$ cat src/rtl/spi_byte_shifter.sv
// SPI mode-0 byte engine between the TX/RX byte FIFOs and the SD card pins.
// Build option SPI_SHIFTER_MISO_SYNC_EN: two-flop MISO synchroniser, clk_div clamped to >= 2.
module spi_byte_shifter #(
   parameter int unsigned CLKDIV_W = 8,
   parameter int unsigned RXLEN_W  = 13
) (
   input  logic                C100M,
   input  logic                RESET_n,
   input  logic [CLKDIV_W-1:0] clk_div,
   input  logic [1:0]          mode,
   input  logic [RXLEN_W-1:0]  new_rx_length,
   input  logic                set_rx_length,
   input  logic                wr_req,
   input  logic [7:0]          data_in,
   output logic                in_full,
   input  logic                rd_req,
   output logic [7:0]          data_out,
   output logic                out_full,
   output logic                busy,
   input  logic                MISO,
   output logic                MOSI,
   output logic                SCLK
);

   typedef enum logic [1:0] {S_IDLE, S_LOW, S_HIGH, S_STALL} state_e;

   state_e               state_q;
   logic [1:0]           mode_q;
   logic [7:0]           shift_q;
   logic [2:0]           bit_cnt_q;
   logic [CLKDIV_W-1:0]  div_cnt_q;
   logic [7:0]           in_reg_q;
   logic                 in_full_q;
   logic [7:0]           out_reg_q;
   logic                 out_full_q;
   logic [RXLEN_W-1:0]   rx_cnt_q;
   logic                 sclk_q;
   logic                 mosi_q;

   logic [CLKDIV_W-1:0]  div_lim;
   logic                 miso_bit;
   logic                 start_tx;
   logic                 start_rx;
   logic                 half_end;
   logic                 done;
   logic                 keep_rx;
   logic                 hand_off;
   logic [7:0]           shift_nxt;
   logic [7:0]           rx_byte;

`ifdef SPI_SHIFTER_MISO_SYNC_EN
   logic miso_s1_q;
   logic miso_s2_q;

   always_ff @(posedge C100M or negedge RESET_n) begin
      if (!RESET_n) begin
         miso_s1_q <= 1'b0;
         miso_s2_q <= 1'b0;
      end else begin
         miso_s1_q <= MISO;
         miso_s2_q <= miso_s1_q;
      end
   end

   // Synchroniser latency needs at least three cycles per SCLK phase.
   assign div_lim  = (clk_div < CLKDIV_W'(2)) ? CLKDIV_W'(2) : clk_div;
   assign miso_bit = miso_s2_q;
`else
   logic miso_smp_q;

   assign div_lim  = clk_div;
   assign miso_bit = miso_smp_q;
`endif

   assign start_tx  = (state_q == S_IDLE) && (mode != 2'd2) && in_full_q;
   assign start_rx  = (state_q == S_IDLE) && (mode == 2'd2) && (rx_cnt_q != '0);
   assign half_end  = (div_cnt_q == div_lim);
   assign done      = (state_q == S_HIGH) && half_end && (bit_cnt_q == 3'd7);
   assign keep_rx   = (mode_q == 2'd1) || (mode_q == 2'd2);
   assign shift_nxt = {shift_q[6:0], miso_bit};
   // A stalled byte was already shifted in on completion; a direct hand-off takes the final shift.
   assign rx_byte   = (state_q == S_STALL) ? shift_q : shift_nxt;
   assign hand_off  = ((done && keep_rx) || (state_q == S_STALL)) && !out_full_q;

   always_ff @(posedge C100M or negedge RESET_n) begin
      if (!RESET_n) begin
         state_q    <= S_IDLE;
         mode_q     <= '0;
         shift_q    <= '0;
         bit_cnt_q  <= '0;
         div_cnt_q  <= '0;
         in_reg_q   <= '0;
         in_full_q  <= 1'b0;
         out_reg_q  <= '0;
         out_full_q <= 1'b0;
         rx_cnt_q   <= '0;
         sclk_q     <= 1'b0;
         mosi_q     <= 1'b1;
`ifndef SPI_SHIFTER_MISO_SYNC_EN
         miso_smp_q <= 1'b0;
`endif
      end else begin
         if (start_tx)
            in_full_q <= 1'b0;
         if (wr_req && (!in_full_q || start_tx)) begin
            in_reg_q  <= data_in;
            in_full_q <= 1'b1;
         end

         if (rd_req)
            out_full_q <= 1'b0;
         if (hand_off) begin
            out_reg_q  <= rx_byte;
            out_full_q <= 1'b1;
         end

         if (set_rx_length)
            rx_cnt_q <= new_rx_length;
         else if (hand_off && (mode_q == 2'd2) && (rx_cnt_q != '0))
            rx_cnt_q <= rx_cnt_q - RXLEN_W'(1);

         case (state_q)
            S_IDLE: begin
               sclk_q <= 1'b0;
               mosi_q <= 1'b1;
               mode_q <= mode;
               if (start_tx || start_rx) begin
                  shift_q   <= start_tx ? in_reg_q : 8'hFF;
                  mosi_q    <= start_tx ? in_reg_q[7] : 1'b1;
                  bit_cnt_q <= '0;
                  div_cnt_q <= '0;
                  state_q   <= S_LOW;
               end
            end
            S_LOW: begin
               if (half_end) begin
                  sclk_q    <= 1'b1;
                  div_cnt_q <= '0;
                  state_q   <= S_HIGH;
`ifndef SPI_SHIFTER_MISO_SYNC_EN
                  miso_smp_q <= MISO;
`endif
               end else begin
                  div_cnt_q <= div_cnt_q + CLKDIV_W'(1);
               end
            end
            S_HIGH: begin
               if (half_end) begin
                  sclk_q    <= 1'b0;
                  div_cnt_q <= '0;
                  shift_q   <= shift_nxt;
                  if (bit_cnt_q == 3'd7) begin
                     mosi_q  <= 1'b1;
                     state_q <= (keep_rx && out_full_q) ? S_STALL : S_IDLE;
                  end else begin
                     mosi_q    <= shift_q[6];
                     bit_cnt_q <= bit_cnt_q + 3'd1;
                     state_q   <= S_LOW;
                  end
               end else begin
                  div_cnt_q <= div_cnt_q + CLKDIV_W'(1);
               end
            end
            S_STALL: begin
               sclk_q <= 1'b0;
               mosi_q <= 1'b1;
               if (!out_full_q)
                  state_q <= S_IDLE;
            end
            default: state_q <= S_IDLE;
         endcase
      end
   end

   assign in_full  = in_full_q;
   assign data_out = out_reg_q;
   assign out_full = out_full_q;
   assign SCLK     = sclk_q;
   assign MOSI     = mosi_q;
   assign busy     = (state_q != S_IDLE) | in_full_q | ((mode == 2'd2) & (rx_cnt_q != '0));

endmodule

$ cat config.mk
export PLATFORM = sky130hd
export DESIGN_NAME = spi_byte_shifter
export DESIGN_NICKNAME = d
export VERILOG_FILES = /design/src/rtl/spi_byte_shifter.sv
export SDC_FILE = /design/constraint.sdc
export NUM_CORES = 1
export LEC_CHECK = 0
export ABC_CLOCK_PERIOD_IN_PS = 2650
export CORE_ASPECT_RATIO = 1.5
export CORE_MARGIN = 5
export CORE_UTILIZATION = 45
export DETAILED_ROUTE_END_ITERATION = 10
export GPL_ROUTABILITY_DRIVEN = 0
export PLACE_DENSITY = 0.69
export SLEW_MARGIN = 20
export SYNTH_ARGS = -nofsm -noshare
export SYNTH_HDL_FRONTEND = slang
export SYNTH_SLANG_ARGS = --single-unit
$ cat constraint.sdc
create_clock -name C100M -period 2.65 [get_ports C100M]
set_input_delay 0.53 -clock C100M [delete_from_list [all_inputs] [get_ports C100M]]
set_output_delay 0.53 -clock C100M [all_outputs]
set_load 0.02 [all_outputs]
Yosys cells after proc, flatten, opt, wreduce, memory -nomap -nowiden
Index checks and enable logic that the tools add are counted. W data, S select, Z words.

Register bits: 57. Input port bits: 37. Output and inout port bits: 13. Logic and storage cells: 102.

Add/sub/neg operators: 3. Equality and inequality tests: 14. Mux-type cells: 33. Bitwise gates (word level): 3. Reductions and logical operators: 36.

Operator list (number): $mux W8 (6); $pmux W8 S2 (2); $mux W13 (2); $reduce_bool A13 Y1 (1); $sub A13 B1 Y13 const B (1); $logic_and A1 B1 Y1 (12); $mux W2 (6); $reduce_bool A2 Y1 (6); $mux W1 (10); $ne A2 B2 Y1 const B (5); $mux W3 (3); $add A8 B1 Y8 const B (1); $eq A2 B2 Y1 const B (4); $eq A8 B8 Y1 (1); $pmux W2 S4 (1); $reduce_and A2 Y1 (4); $reduce_and A4 Y1 (2); $pmux W1 S3 (2); $pmux W3 S2 (1); $eq A2 B1 Y1 const B (2); $logic_or A1 B1 Y1 (4); $reduce_or A2 Y1 (2); $add A3 B1 Y3 const B (1); $eq A3 B3 Y1 const B (1); 7 further kinds (9).

Logic depth before layout (Yosys ltp)
Depth after elaboration: 10. Mapped depth: 9. Mapped depth without buffers: 7.

Least setup slack after synthesis
No wires, ideal clock.

Path kind: flip-flop to flip-flop. Start point: reg rx_cnt_q[0]. End point: reg shift_q[1]. Library setup time: 125 ps. Arrival: 2266 ps. Data required time: 2525 ps. Setup slack: 259 ps. Cell stages (with the launch flop): 8. Buffers on the path: 0. Clock period less this slack: 2391 ps. Cell sequence: dfrtp_1 -> inv_1 -> ha_1 -> or4b_2 -> or4_4 -> a21boi_4 -> a21oi_4 -> mux2_4.

Cells in the longest elaborated chain, start to end: 5.

RTL lines: from (decl) (line 36) `logic [RXLEN_W-1:0] rx_cnt_q;`; from (signal assigned) (line 118) `rx_cnt_q <= new_rx_length;`; from (signal assigned) (line 120) `rx_cnt_q <= rx_cnt_q - RXLEN_W'(1);`; $reduce_bool A13 Y1 (line 76) `assign start_rx = (state_q == S_IDLE) && (mode == 2'd2) && (rx_cnt_q != '0);`; $logic_and A1 B1 Y1 (line 76); $logic_or A1 B1 Y1 (line 127) `if (start_tx || start_rx) begin`; $ne A2 B1 Y1 (no line); $reduce_and A3 Y1 (no line); to (signal assigned) (line 128) `shift_q <= start_tx ? in_reg_q : 8'hFF;`; to (signal assigned) (line 151) `shift_q <= shift_nxt;`; to (decl) (line 29) `logic [7:0] shift_q;`.

Every way passes these cells. A chain may end at the register's enable or synchronous reset.

Worst setup path after layout
Start point: reg rx_cnt_q[1]. End point: out busy.

Cells in the longest elaborated chain, start to end: 3.

RTL lines: $reduce_bool A13 Y1 (line 180) `assign busy = (state_q != S_IDLE) | in_full_q | ((mode == 2'd2) & (rx_cnt_q != '0));`; $and A1 B1 Y1 (line 180); $or A1 B1 Y1 (line 180); to (decl) (line 19) `output logic busy,`.

Every way passes these cells.

==> key figures <==
Status
  – Status: completed

Setup path
  – Crit Reg-Reg Startpoint: rx_cnt_q[1]
  – Crit. Startpoint: rx_cnt_q[1]
  – Reg2reg setup slack: 0.11 ns
  – Slowest-stage cell, CP: or4b_2
  – Crit path DAT: 2.04 ns
  – Worst path bufs/invs: 2
  – Crit Path Max Fanout: 4
  – Worst Setup Path Type: reg -> out
  – CP endpoint kind: output pin
  – Top Family by Delay on Critical Path: simple AND/OR/NAND/NOR gates
  – Crit-path max cell delay: 0.63 ns
  – Worst path cell trace: inv_1, ha_1, or4b_2, nor3_1, o21ai_0, buf_2
  – Data required, critical path: 2.12 ns
  – CP startpoint kind: flop

Yosys
  – Post-synthesis cell area: 3220 um2
  – YS warnings: 0
  – Asr flop ratio synth: 100%
  – Mapped Nets: 363
  – Synth cell types: 48
  – #FFs+latches synth: 57
  – Most frequent cell after synthesis: dfrtp_1
  – Leading post-synthesis cells by cell area: dfrtp_1, mux2i_1, ha_1
  – Mean Syn Cell Area: 10.2 um2
  – Cells after Synth: 314
  – Sequential area share after synthesis: 44.4%
  – Synth top area share: 43.6%
  – EDFF count, synth: 0
  – Main flop type after synthesis: dfrtp_1
  – Post-synth top cells: dfrtp_1, o21ai_0, inv_1, nor2_1, or4_1
  – Leading area contributor after synthesis: dfrtp_1

Power
  – Switching Share: 39.5%
  – Switching pwr: 1600 uW
  – Share of power burned in registers: 33.2%
  – Leak: 0.00170 uW
  – Pwr dens: 986 nW/um2
  – Clk pwr share: 20.5%
  – Internal power: 2440 uW
  – Max rail drop VDD: 0.591 mV
  – Combinational share of power: 46.3%

Layout
  – Final Net Count: 427
  – Multi-input logic area: 1660 um2
  – Fillcell total: 611
  – Final instance area: 4100 um2
  – Reg area: 1430 um2
  – Fraction of layout cells with a size suffix above 1: 15.7%
  – Area Growth Syn to Fin: 27.4%
  – ANT cells: 0

Detailed routing
  – Via/cell ratio: 6.03
  – Pre-antenna DRT Iters: 8
  – # DRC: 0
  – Post-route ant nets: 0
  – Iter 0 DRT Violations: 136
  – DR vias: 2782
  – Final WL: 7570 um
  – Per-cell routed wire length: 16.4 um

Timing
  – Slew Limit Headroom: 70.5%
  – Fin. max-slew vios: 0
  – Setup_tns: 0 ns
  – Period utilisation layout: 97.1%
  – Hold Fails Final Rpt: 0
  – Max Fclk: 389 MHz
  – Skew final: 0.0118 ns
  – Final Setup Violations: 0
  – Post-layout minimum cycle time: 2.57 ns
  – Slew @ Worst Pin: 0.442 ns
  – RSZ-0062 raised after global routing: no

Clock network
  – CTS Buf Count: 9
  – Clock root buffer: clkbuf_8
  – Hold Buf Count CTS: 0
  – CTS tree: yes
  – Clock Pin Slew Worst Setup and Hold Paths: 0.07 ns
  – Clock Latency Late Sink: 0.34 ns
  – Clock tree buffer depth: 2
  – Sink Count: 57
  – CTS HTree Levels: 3

Floorplanning
  – Ports: 50
  – FP Rows: 37
  – Core area: 6900 um2
  – Die area: 8970 um2
  – Die X: 79.0 um
  – Starting density of the core: 46.6%
  – Die H: 114 um

GRT
  – Initial antenna violation count: 0
  – First-pass GRT wire length: 12800 um
  – Largest net degree at the start of global routing: 37
  – Vias in the first global route: 2847
  – Aggregate global routing overflow: 0
  – Total track usage: 17.8%

Job
  – Max_cap viols: 0

Place
  – IO buf count: 49
  – Placed inst area: 3880 um2
  – HPWL after DPL: 5460 um

Min path
  – HP Class: in -> async
sequential cells by signal, indices dropped and copies added, names as in the netlist, 2 cells and up:
signal / flops
shift_q: 8
mode_q: 2
rx_cnt_q: 13
div_cnt_q: 8
bit_cnt_q: 3
data_out: 8
state_q: 2
in_reg_q: 8
metal layers:
metal  GRT usage, %  routed length, um  vias to the layer above
met4           6.77                125                        0
met5              0                  0                        -
met3           4.98                471                       13
li1               -                  -                     1309
met1           20.3               3040                     1380
met2           31.4               3940                       80
logic make-up (layout without fill, tap and decap cells):
logic type / after synthesis / after routing / share of synthesized area [%]
compound gates: 87 / 87 / 18.3
xor+xnor: 8 / 8 / 2.18
fa+ha+maj: 12 / 12 / 4.67
buf+inv: 32 / 101 / 3.89
flops: 57 / 57 / 44.4
mux: 30 / 30 / 10.1
simple gates: 88 / 88 / 16.5
what timing repair did:
| item | CTS | global route |
|---|---|---|
| buffers inserted | 0 | 1 |
| cloned | 0 | 0 |
| pin swaps | 0 | 1 |
| setup endpoints to repair | 1 | 2 |
| endpoints found under the hold margin | 0 | 0 |
| gates resized for setup | 5 | 0 |
worst register-to-register path, cell delays in order, from the launching register on:
cell and delay, ns:
dfrtp_1 0.40, inv_1 0.09, ha_1 0.14, or4b_2 0.63, or4_4 0.47, a21boi_4 0.20, buf_12 0.13, nor4_1 0.06
a221o_1 0.31
stage by stage:
step           hold slack, ns  cells  util [%]  setup slack (ns)  power (uW)
6_report                0.125    461      59.4            0.0770        4040
5_1_grt                 0.160    461      59.4            0.0159        4320
4_1_cts                 0.135    460      59.1            0.0692        4060
3_5_place_dp            0.496    444      56.2           0.00760        3210
3_3_place_gp            0.489    444      56.2            0.0626        3170
2_1_floorplan           0.234    314         -             0.259        2550
cell usage in the layout (no fill, tap or decap), types with 3 or more instances in the layout:
master	Yosys	layout
or4_1	17	17
buf_4	0	15
o21ai_0	30	30
clkdlybuf4s50_1	0	47
dfrtp_1	56	56
xor2_1	8	8
inv_1	18	18
o22ai_1	8	8
ha_1	12	12
nand2b_1	7	7
mux2_2	12	12
a211oi_1	4	4
clkbuf_8	0	10
and3_1	5	5
or3_1	3	3
nor2_1	17	17
nand3_1	9	9
nand4_1	3	3
a31oi_1	13	13
a21oi_1	4	4
nor3_1	3	3
nand2_1	13	13
mux2i_1	16	16
o31ai_1	11	11
final timing paths:
check / to / depth (start not counted)
setup / recovery: busy / 6
hold / removal: rx_cnt_q[2] / 1
setup reg to reg: bit_cnt_q[1] / 8
hold reg to reg: in_reg_q[2] / 1
max in group asynchronous: MOSI / 2
min in group C100M: in_reg_q[2] / 1
layout make-up:
class                      count  share of cell area, %
clock buffer                  10                   3.36
clock inverter                 6                   1.65
tap                           78                   2.38
timing repair buffer          66                   15.5
multi-input combinational    225                   40.6
sequential                    57                   34.8
inverter                      19                   1.74
power by group through the flow:
stage	clock [uW]	sequential, uW	combinational (uW)
global placement	0	1350	1820
CTS	845	1340	1870
finish	830	1340	1870
floorplan	0	1410	1140
detailed placement	0	1350	1860
global route	877	1380	2070
(Power assumes the default switching activity.)
